$ cat src/rtl/fpc_read_splitter.sv
// ---------------------------------------------------------------------------
// fpc_read_splitter
//   Splits per-channel host DMA regions (qword address + qword count) into
//   PCIe memory read requests for the TX block. Each request is at most
//   MAX_QW qwords and never crosses a 4 KB (512-qword) boundary. Channels
//   whose completion FIFO has a free slot are served round-robin, one
//   request at a time. The request tag {channel, tag_low} lets the FIFO
//   place the returning completion.
//
// Ports
//   clock, reset_n   core clock; asynchronous active-low reset
//   r_valid/r_ready  per-channel region handshake (r_ready = channel idle)
//   r_abort          per-channel discard of the remaining region
//   r_addr, r_count  region start (qword address) and length, shared
//   rr_valid         FIFO i has a free completion slot
//   rr_tag_low       slot id per FIFO, field i at [(i+1)*N-1 : i*N]
//   rr_ready         one-cycle pulse: slot of FIFO i consumed
//   rrm_*            read request to TX (valid/ready, addr, len, tag)
//   busy             channel i holds an unfinished region
// ---------------------------------------------------------------------------
module fpc_read_splitter #(
  parameter int NCH           = 4,
  parameter int NBITS_TAG_LOW = 3,
  parameter int MAX_QW        = 64
) (
  input  logic                         clock,
  input  logic                         reset_n,
  input  logic [NCH-1:0]               r_valid,
  output logic [NCH-1:0]               r_ready,
  input  logic [NCH-1:0]               r_abort,
  input  logic [60:0]                  r_addr,
  input  logic [18:0]                  r_count,
  input  logic [NCH-1:0]               rr_valid,
  input  logic [NCH*NBITS_TAG_LOW-1:0] rr_tag_low,
  output logic [NCH-1:0]               rr_ready,
  output logic                         rrm_valid,
  input  logic                         rrm_ready,
  output logic [60:0]                  rrm_addr,
  output logic [6:0]                   rrm_len,
  output logic [7:0]                   rrm_tag,
  output logic [NCH-1:0]               busy
);

  localparam logic [1:0] ST_ARB    = 2'd0;
  localparam logic [1:0] ST_ISSUE  = 2'd1;
  localparam logic [1:0] ST_UPDATE = 2'd2;

  logic [1:0]     state;
  logic [1:0]     ptr;
  logic [1:0]     cur_ch;
  logic [9:0]     cur_len;
  logic           cur_void;   // granted channel was aborted after the grant

  logic [NCH-1:0] active;
  logic [60:0]    addr [NCH];
  logic [18:0]    rem  [NCH];

  logic [NCH-1:0] eligible;
  logic           grant_any;
  logic [1:0]     grant_ch;
  logic [60:0]    g_addr;
  logic [18:0]    g_rem;
  logic [9:0]     g_boundary;
  logic [9:0]     g_len;
  logic [7:0]     g_tag;

  assign r_ready  = ~active;
  assign busy     = active;
  assign eligible = active & rr_valid & ~r_abort;

  // Round-robin: first eligible channel at or after ptr, modulo NCH.
  // NOTE: every signal written in always_comb gets a default first, so no
  // path leaves it unassigned and no latch is inferred.
  always_comb begin
    int j;
    grant_any = 1'b0;
    grant_ch  = ptr;
    for (int k = 0; k < NCH; k++) begin
      j = int'(ptr) + k;
      if (j >= NCH) j -= NCH;
      if (!grant_any && eligible[j]) begin
        grant_any = 1'b1;
        grant_ch  = 2'(j);
      end
    end
  end

  // Request length: min(rem, MAX_QW, qwords left before the 4 KB boundary).
  always_comb begin
    g_addr     = addr[grant_ch];
    g_rem      = rem[grant_ch];
    g_boundary = 10'd512 - {1'b0, g_addr[8:0]};
    g_len      = 10'(MAX_QW);
    if (g_boundary < g_len)     g_len = g_boundary;
    if (g_rem < {9'd0, g_len})  g_len = g_rem[9:0];
    g_tag      = '0;
    g_tag[NBITS_TAG_LOW+1:0] =
      {grant_ch, rr_tag_low[grant_ch*NBITS_TAG_LOW +: NBITS_TAG_LOW]};
  end

  always_comb begin
    rr_ready = '0;
    if (state == ST_UPDATE) rr_ready[cur_ch] = 1'b1;
  end

  // Request FSM: ARB -> ISSUE -> UPDATE -> ARB.
  // NOTE: state registers use non-blocking assignments so every flop samples
  // pre-edge values regardless of block ordering.
  always_ff @(posedge clock or negedge reset_n) begin
    if (!reset_n) begin
      state     <= ST_ARB;
      ptr       <= '0;
      cur_ch    <= '0;
      cur_len   <= '0;
      cur_void  <= 1'b0;
      rrm_valid <= 1'b0;
      rrm_addr  <= '0;
      rrm_len   <= '0;
      rrm_tag   <= '0;
    end else begin
      case (state)
        ST_ARB: begin
          if (grant_any) begin
            cur_ch    <= grant_ch;
            cur_len   <= g_len;
            cur_void  <= 1'b0;
            rrm_valid <= 1'b1;
            rrm_addr  <= g_addr;
            rrm_len   <= g_len[6:0];
            rrm_tag   <= g_tag;
            state     <= ST_ISSUE;
          end
        end
        ST_ISSUE: begin
          // An abort cannot withdraw the valid; it only stops the update.
          if (r_abort[cur_ch]) cur_void <= 1'b1;
          if (rrm_ready) begin
            rrm_valid <= 1'b0;
            state     <= ST_UPDATE;
          end
        end
        ST_UPDATE: begin
          ptr   <= (cur_ch == 2'(NCH - 1)) ? 2'd0 : cur_ch + 2'd1;
          state <= ST_ARB;
        end
        default: state <= ST_ARB;
      endcase
    end
  end

  // Per-channel region state. Abort beats a same-cycle load and the update.
  // A voided grant leaves the channel alone, so a region loaded after the
  // abort is not shortened by the old request.
  // NOTE: the per-channel addr/rem arrays are plain flops and are reset
  // with everything else, so the length mux never sees X.
  always_ff @(posedge clock or negedge reset_n) begin
    if (!reset_n) begin
      active <= '0;
      for (int i = 0; i < NCH; i++) begin
        addr[i] <= '0;
        rem[i]  <= '0;
      end
    end else begin
      for (int i = 0; i < NCH; i++) begin
        if (r_abort[i]) begin
          active[i] <= 1'b0;
          rem[i]    <= '0;
        end else if (r_valid[i] && !active[i]) begin
          addr[i]   <= r_addr;
          rem[i]    <= r_count;
          active[i] <= (r_count != '0);
        end else if (state == ST_UPDATE && cur_ch == 2'(i) && !cur_void) begin
          addr[i]   <= addr[i] + 61'(cur_len);
          rem[i]    <= rem[i] - 19'(cur_len);
          active[i] <= (rem[i] != 19'(cur_len));
        end
      end
    end
  end

endmodule

$ cat config.mk
export PLATFORM = sky130hd
export DESIGN_NAME = fpc_read_splitter
export DESIGN_NICKNAME = d
export VERILOG_FILES = /design/src/rtl/fpc_read_splitter.sv
export SDC_FILE = /design/constraint.sdc
export NUM_CORES = 2
export LEC_CHECK = 0
export ABC_CLOCK_PERIOD_IN_PS = 8200
export CAP_MARGIN = 20
export CORE_MARGIN = 2
export CORE_UTILIZATION = 55
export CTS_CLUSTER_DIAMETER = 50
export DETAILED_ROUTE_END_ITERATION = 7
export PLACE_DENSITY = 0.71
export SLEW_MARGIN = 20
export SYNTH_ARGS = -nofsm -noshare
export SYNTH_HDL_FRONTEND = slang
export SYNTH_SLANG_ARGS = --single-unit
$ cat constraint.sdc
create_clock -name clock -period 8.2 [get_ports clock]
set_clock_uncertainty 0.2 [all_clocks]
set_input_delay 2.05 -clock clock [delete_from_list [all_inputs] [get_ports clock]]
set_output_delay 2.05 -clock clock [all_outputs]
set_load 0.01 [all_outputs]
==> qor.tcl <==
set qor(cap_viol_max_count) 0
set qor(summed_instance_area_of_the_synthesized_netlist_um2) 28060
set qor(synthMuxAreaShare_pct) 5.074
set qor(placeableCoreArea_um2) 50270
set qor(first_global_vias) 27036
set qor(r2r-start) {busy[1]$_DFFE_PN0P_}
set qor(final_nets) 3768
set qor(first_pass_iters) 7
set qor(place_hpwl_mm) 79.35
set qor(layout.cells.most_common) {sky130_fd_sc_hd__dfrtp_1}
set qor(ctsLongestPathBuffers) 3
set qor(grt_usage_pct) 41.52
set qor(globalRouteOverflowTotal) 0
set qor(top_library_cells_by_usage_in_the_layout_fill_and_taps_aside) {406 x sky130_fd_sc_hd__dfrtp_1, 401 x sky130_fd_sc_hd__a21oi_1, 397 x sky130_fd_sc_hd__nand2_1}
set qor(synth-simple-area-share_pct) 20.43
set qor(insertion_delay_ns) 0.63
set qor(sum_of_negative_setup_slack_ns) 0
set qor(asyncSetResetFlopFracSynth_pct) 100.0
set qor(synthXorXnorAreaFrac_pct) 2.029
set qor(place.port_buffers) 192
set qor(slew_headroom_pct) 19.71
set qor(ant_nets) 0
set qor(grt_util_met1_pct) 61.53
set qor(clk_pin_slew_worst_paths_ns) 0.06
set qor(run_status) {complete, no violations}
set qor(power.leakage_nw) 13.30
set qor(vdd.ir_drop.worst_uv) 199.5
set qor(grt_start_max_net_pins) 157
set qor(r2r_setup_slack_ns) 2.35
set qor(type_of_the_tightest_min_delay_check) {register to register}
set qor(period_minus_slack_ns) 7.167
set qor(reg_to_reg_endpoint) {rrm_len[1]$_DFFE_PN0P_}
set qor(crit_required_ns) 8.48
set qor(postSynthRegisterBits) 406
set qor(synthToLayoutAreaGrowth_pct) 15.29
set qor(routed_via_density) 6.906
set qor(max_freq_mhz) 139.5
set qor(die_x_um) 229.9
set qor(placement_rows) 82
set qor(synth_sequential_area_ratio_pct) 36.21
set qor(drc) 0
set qor(clock_sink_count) 406
set qor(critPathLaunchType) {input port}
set qor(floorplan.initialDensity_pct) 55.82
set qor(route.vias.total) 29536
set qor(synth_cell_types) 88
set qor(dominant_combinational_cell_family_by_area_after_synthesis) {compound AO/OA/AOI/OAI gates}
set qor(post_cts.repair.setup_buffers) 0
set qor(antenna_violations_before_repair) 5
set qor(rsz_0062_raised_after_global_routing) {false}
set qor(cts_tree) {done}
set qor(layout_worst_path_cycle_share_pct) 87.40
set qor(die_h_um) 229.9
set qor(adder_cell_share_of_the_synthesized_area_pct) 4.718
set qor(ctsResizeCount) 0
set qor(power_density_nw_per_um2) 344.2
set qor(synth_area_per_cell_um2) 8.038
set qor(tritoncts.num_buffers) 56
set qor(layout-drive-gt1-share_pct) 7.161
set qor(path_class) {input port to register}
set qor(hold_ws_ns) 0.2760
set qor(global_route_layer_with_the_greatest_usage) {met1}
set qor(globalRouteMet2Util_pct) 56.06
set qor(postSynth.topFlopCell) {sky130_fd_sc_hd__dfrtp_1}
set qor(met3_usage_pct) 12.83
set qor(design.die.area_um2) 52840
set qor(crit_arrival_ns) 7.45
set qor(worstPathMaxFanout) 89
set qor(maxSlewViolCount) 0
set qor(timing_hold_violations_final) 0
set qor(detailedRoute.firstIterationViolations) 4278
set qor(gp_congestion) 0.9920
set qor(n_fill_cell) 4326
set qor(clk_root_buffer_cell) {sky130_fd_sc_hd__clkbuf_16}
set qor(worst_slew_pin_slew_ns) 1.194
set qor(syn-instance-count) 3491
set qor(grt_first_pass_wirelength_mm) 168.2
set qor(worstHoldStart) {rrm_addr[3]$_DFFE_PN0P_}
set qor(synth_warnings) 0
set qor(whs_path_depth) 2
set qor(hold_buffers) 0
set qor(synth_enable_flop_cells) 0
set qor(htreeDepth) 2
set qor(timing.hold.worst_endpoint) {rrm_addr[3]$_DFFE_PN0P_}
set qor(worst_r2r_path_depth) 21
set qor(final-setup-viol-count) 0
set qor(floorplan.io_pins) 196
set qor(drt-total-wl_mm) 111.9
set qor(wl_per_cell_um) 26.17
set qor(synth_area_in_compound_gates_pct) 26.56
set qor(worstSetupEndpointType) {register}
==> per-stage QoR <==
step / setup slack [ns] / total power [mW] / area [um^2] / utilization (%) / instances
2_1_floorplan: 1.893 / 6.598 / 28070 / - / 3494
3_3_place_gp: 0.5879 / 8.257 / 30410 / 60.49 / 4174
3_5_place_dp: 0.5229 / 8.380 / 30420 / 60.51 / 4174
4_1_cts: 1.140 / 10.96 / 32350 / 64.34 / 4275
5_1_grt: 0.7836 / 11.74 / 32350 / 64.35 / 4276
6_report: 1.033 / 11.14 / 32350 / 64.35 / 4277
==> critical path: stages <==
cell	delay (ns)
sky130_fd_sc_hd__clkdlybuf4s50_1	0.74
sky130_fd_sc_hd__nand3b_4	0.25
sky130_fd_sc_hd__o221ai_1	0.19
sky130_fd_sc_hd__a21oi_4	0.32
sky130_fd_sc_hd__buf_12	0.46
sky130_fd_sc_hd__mux2i_1	0.26
sky130_fd_sc_hd__mux2_2	0.25
sky130_fd_sc_hd__and4_4	0.27
sky130_fd_sc_hd__xor2_1	0.16
sky130_fd_sc_hd__nand4_1	0.25
sky130_fd_sc_hd__ha_1	0.27
sky130_fd_sc_hd__a21o_1	0.15
sky130_fd_sc_hd__a21oi_1	0.14
sky130_fd_sc_hd__nor2b_1	0.06
sky130_fd_sc_hd__o21ai_0	0.16
sky130_fd_sc_hd__nand2b_1	0.07
sky130_fd_sc_hd__a21oi_1	0.17
sky130_fd_sc_hd__o211ai_1	0.34
sky130_fd_sc_hd__or4_1	0.58
sky130_fd_sc_hd__o21ai_0	0.10
sky130_fd_sc_hd__a31o_1	0.12
sky130_fd_sc_hd__a311oi_1	0.05
==> cell usage after synthesis, drive strengths merged (18+ instances only) <==
cell type | number | area (um^2)
a211oi | 70 | 525.5
a21o | 40 | 300.3
a21oi | 406 | 2032
a2bb2oi | 25 | 219.0
a311oi | 50 | 437.9
a31oi | 42 | 262.8
and3 | 68 | 425.4
buf | 48 | 276.5
clkbuf | 186 | 698.2
dfrtp | 406 | 10160
ha | 93 | 1164
inv | 111 | 416.7
mux2 | 47 | 529.3
mux2i | 83 | 872.1
nand2 | 401 | 1505
nand3 | 119 | 595.6
nand4 | 36 | 225.2
nor2 | 336 | 1271
nor2b | 41 | 256.5
nor3 | 100 | 505.5
nor4 | 24 | 150.1
o211ai | 31 | 232.7
o21ai | 284 | 1425
o22ai | 96 | 600.6
o31ai | 18 | 135.1
or3 | 26 | 162.7
xnor2 | 37 | 324.1
xor2 | 28 | 245.2
==> layer usage <==
layer,routed length [um],share of wire [%]
met1,46760,42
met2,44490,40
met3,15990,14
met4,4622,4.1
met5,64,0.057
==> power breakdown <==
| part | total [mW] | internal (mW) | leakage (nW) | switching (mW) |
|---|---|---|---|---|
| registers | 3.27 | 2.57 | 4.90 | 0.700 |
| clock network | 2.57 | 1.55 | 0.936 | 1.02 |
| logic | 5.30 | 2.11 | 7.46 | 3.18 |
==> sequential cells by signal (all words and copies together), names as in the netlist <==
signal and count:
rrm_addr 61, busy 4, addr 244, cur_len 4, cur_ch 2, rem 76
rrm_tag 3, state 2, ptr 2, rrm_valid 1, rrm_len 6, cur_void 1
==> how the worst max path moves through the flow <==
stage | start | to | slack [ns] | depth (start not counted)
2_1_floorplan | r_abort[1] | rrm_len[2]$_DFFE_PN0P_ | 1.89 | 25
3_3_place_gp | r_abort[0] | rrm_len[1]$_DFFE_PN0P_ | 0.59 | 22
3_5_place_dp | r_abort[0] | rrm_len[0]$_DFFE_PN0P_ | 0.52 | 21
4_1_cts | r_abort[0] | rrm_len[1]$_DFFE_PN0P_ | 1.14 | 22
5_1_grt | r_abort[0] | rrm_len[1]$_DFFE_PN0P_ | 0.78 | 22
6_report | r_abort[0] | rrm_len[1]$_DFFE_PN0P_ | 1.03 | 22
==> cell families (layout without fill, tap and decap cells) <==
| kind of cell | count (synthesis) | after routing |
|---|---|---|
| and+or+nand+nor | 1237 | 1237 |
| buffers and inverters | 345 | 454 |
| other | 2 | 7 |
| adders and majority gates | 101 | 101 |
| DFF | 406 | 406 |
| AOI/OAI and AO/OA | 1204 | 1204 |
| muxes | 131 | 131 |
| xor gates and xnor gates | 65 | 65 |
==> final cells by class <==
class                   instances  area [um^2]  share of cell area, %
diodes                          2        5.005                0.01547
clock buffers                  74         1580                  4.885
clock inverters                27        347.8                  1.075
inverters                     111        416.7                  1.288
multi-input cells            2743        16670                  51.54
flip-flops and latches        406        10160                  31.40
well taps                     672        840.8                  2.599
repair buffers                242         2327                  7.194
Power figures use the tool's default switching activity.
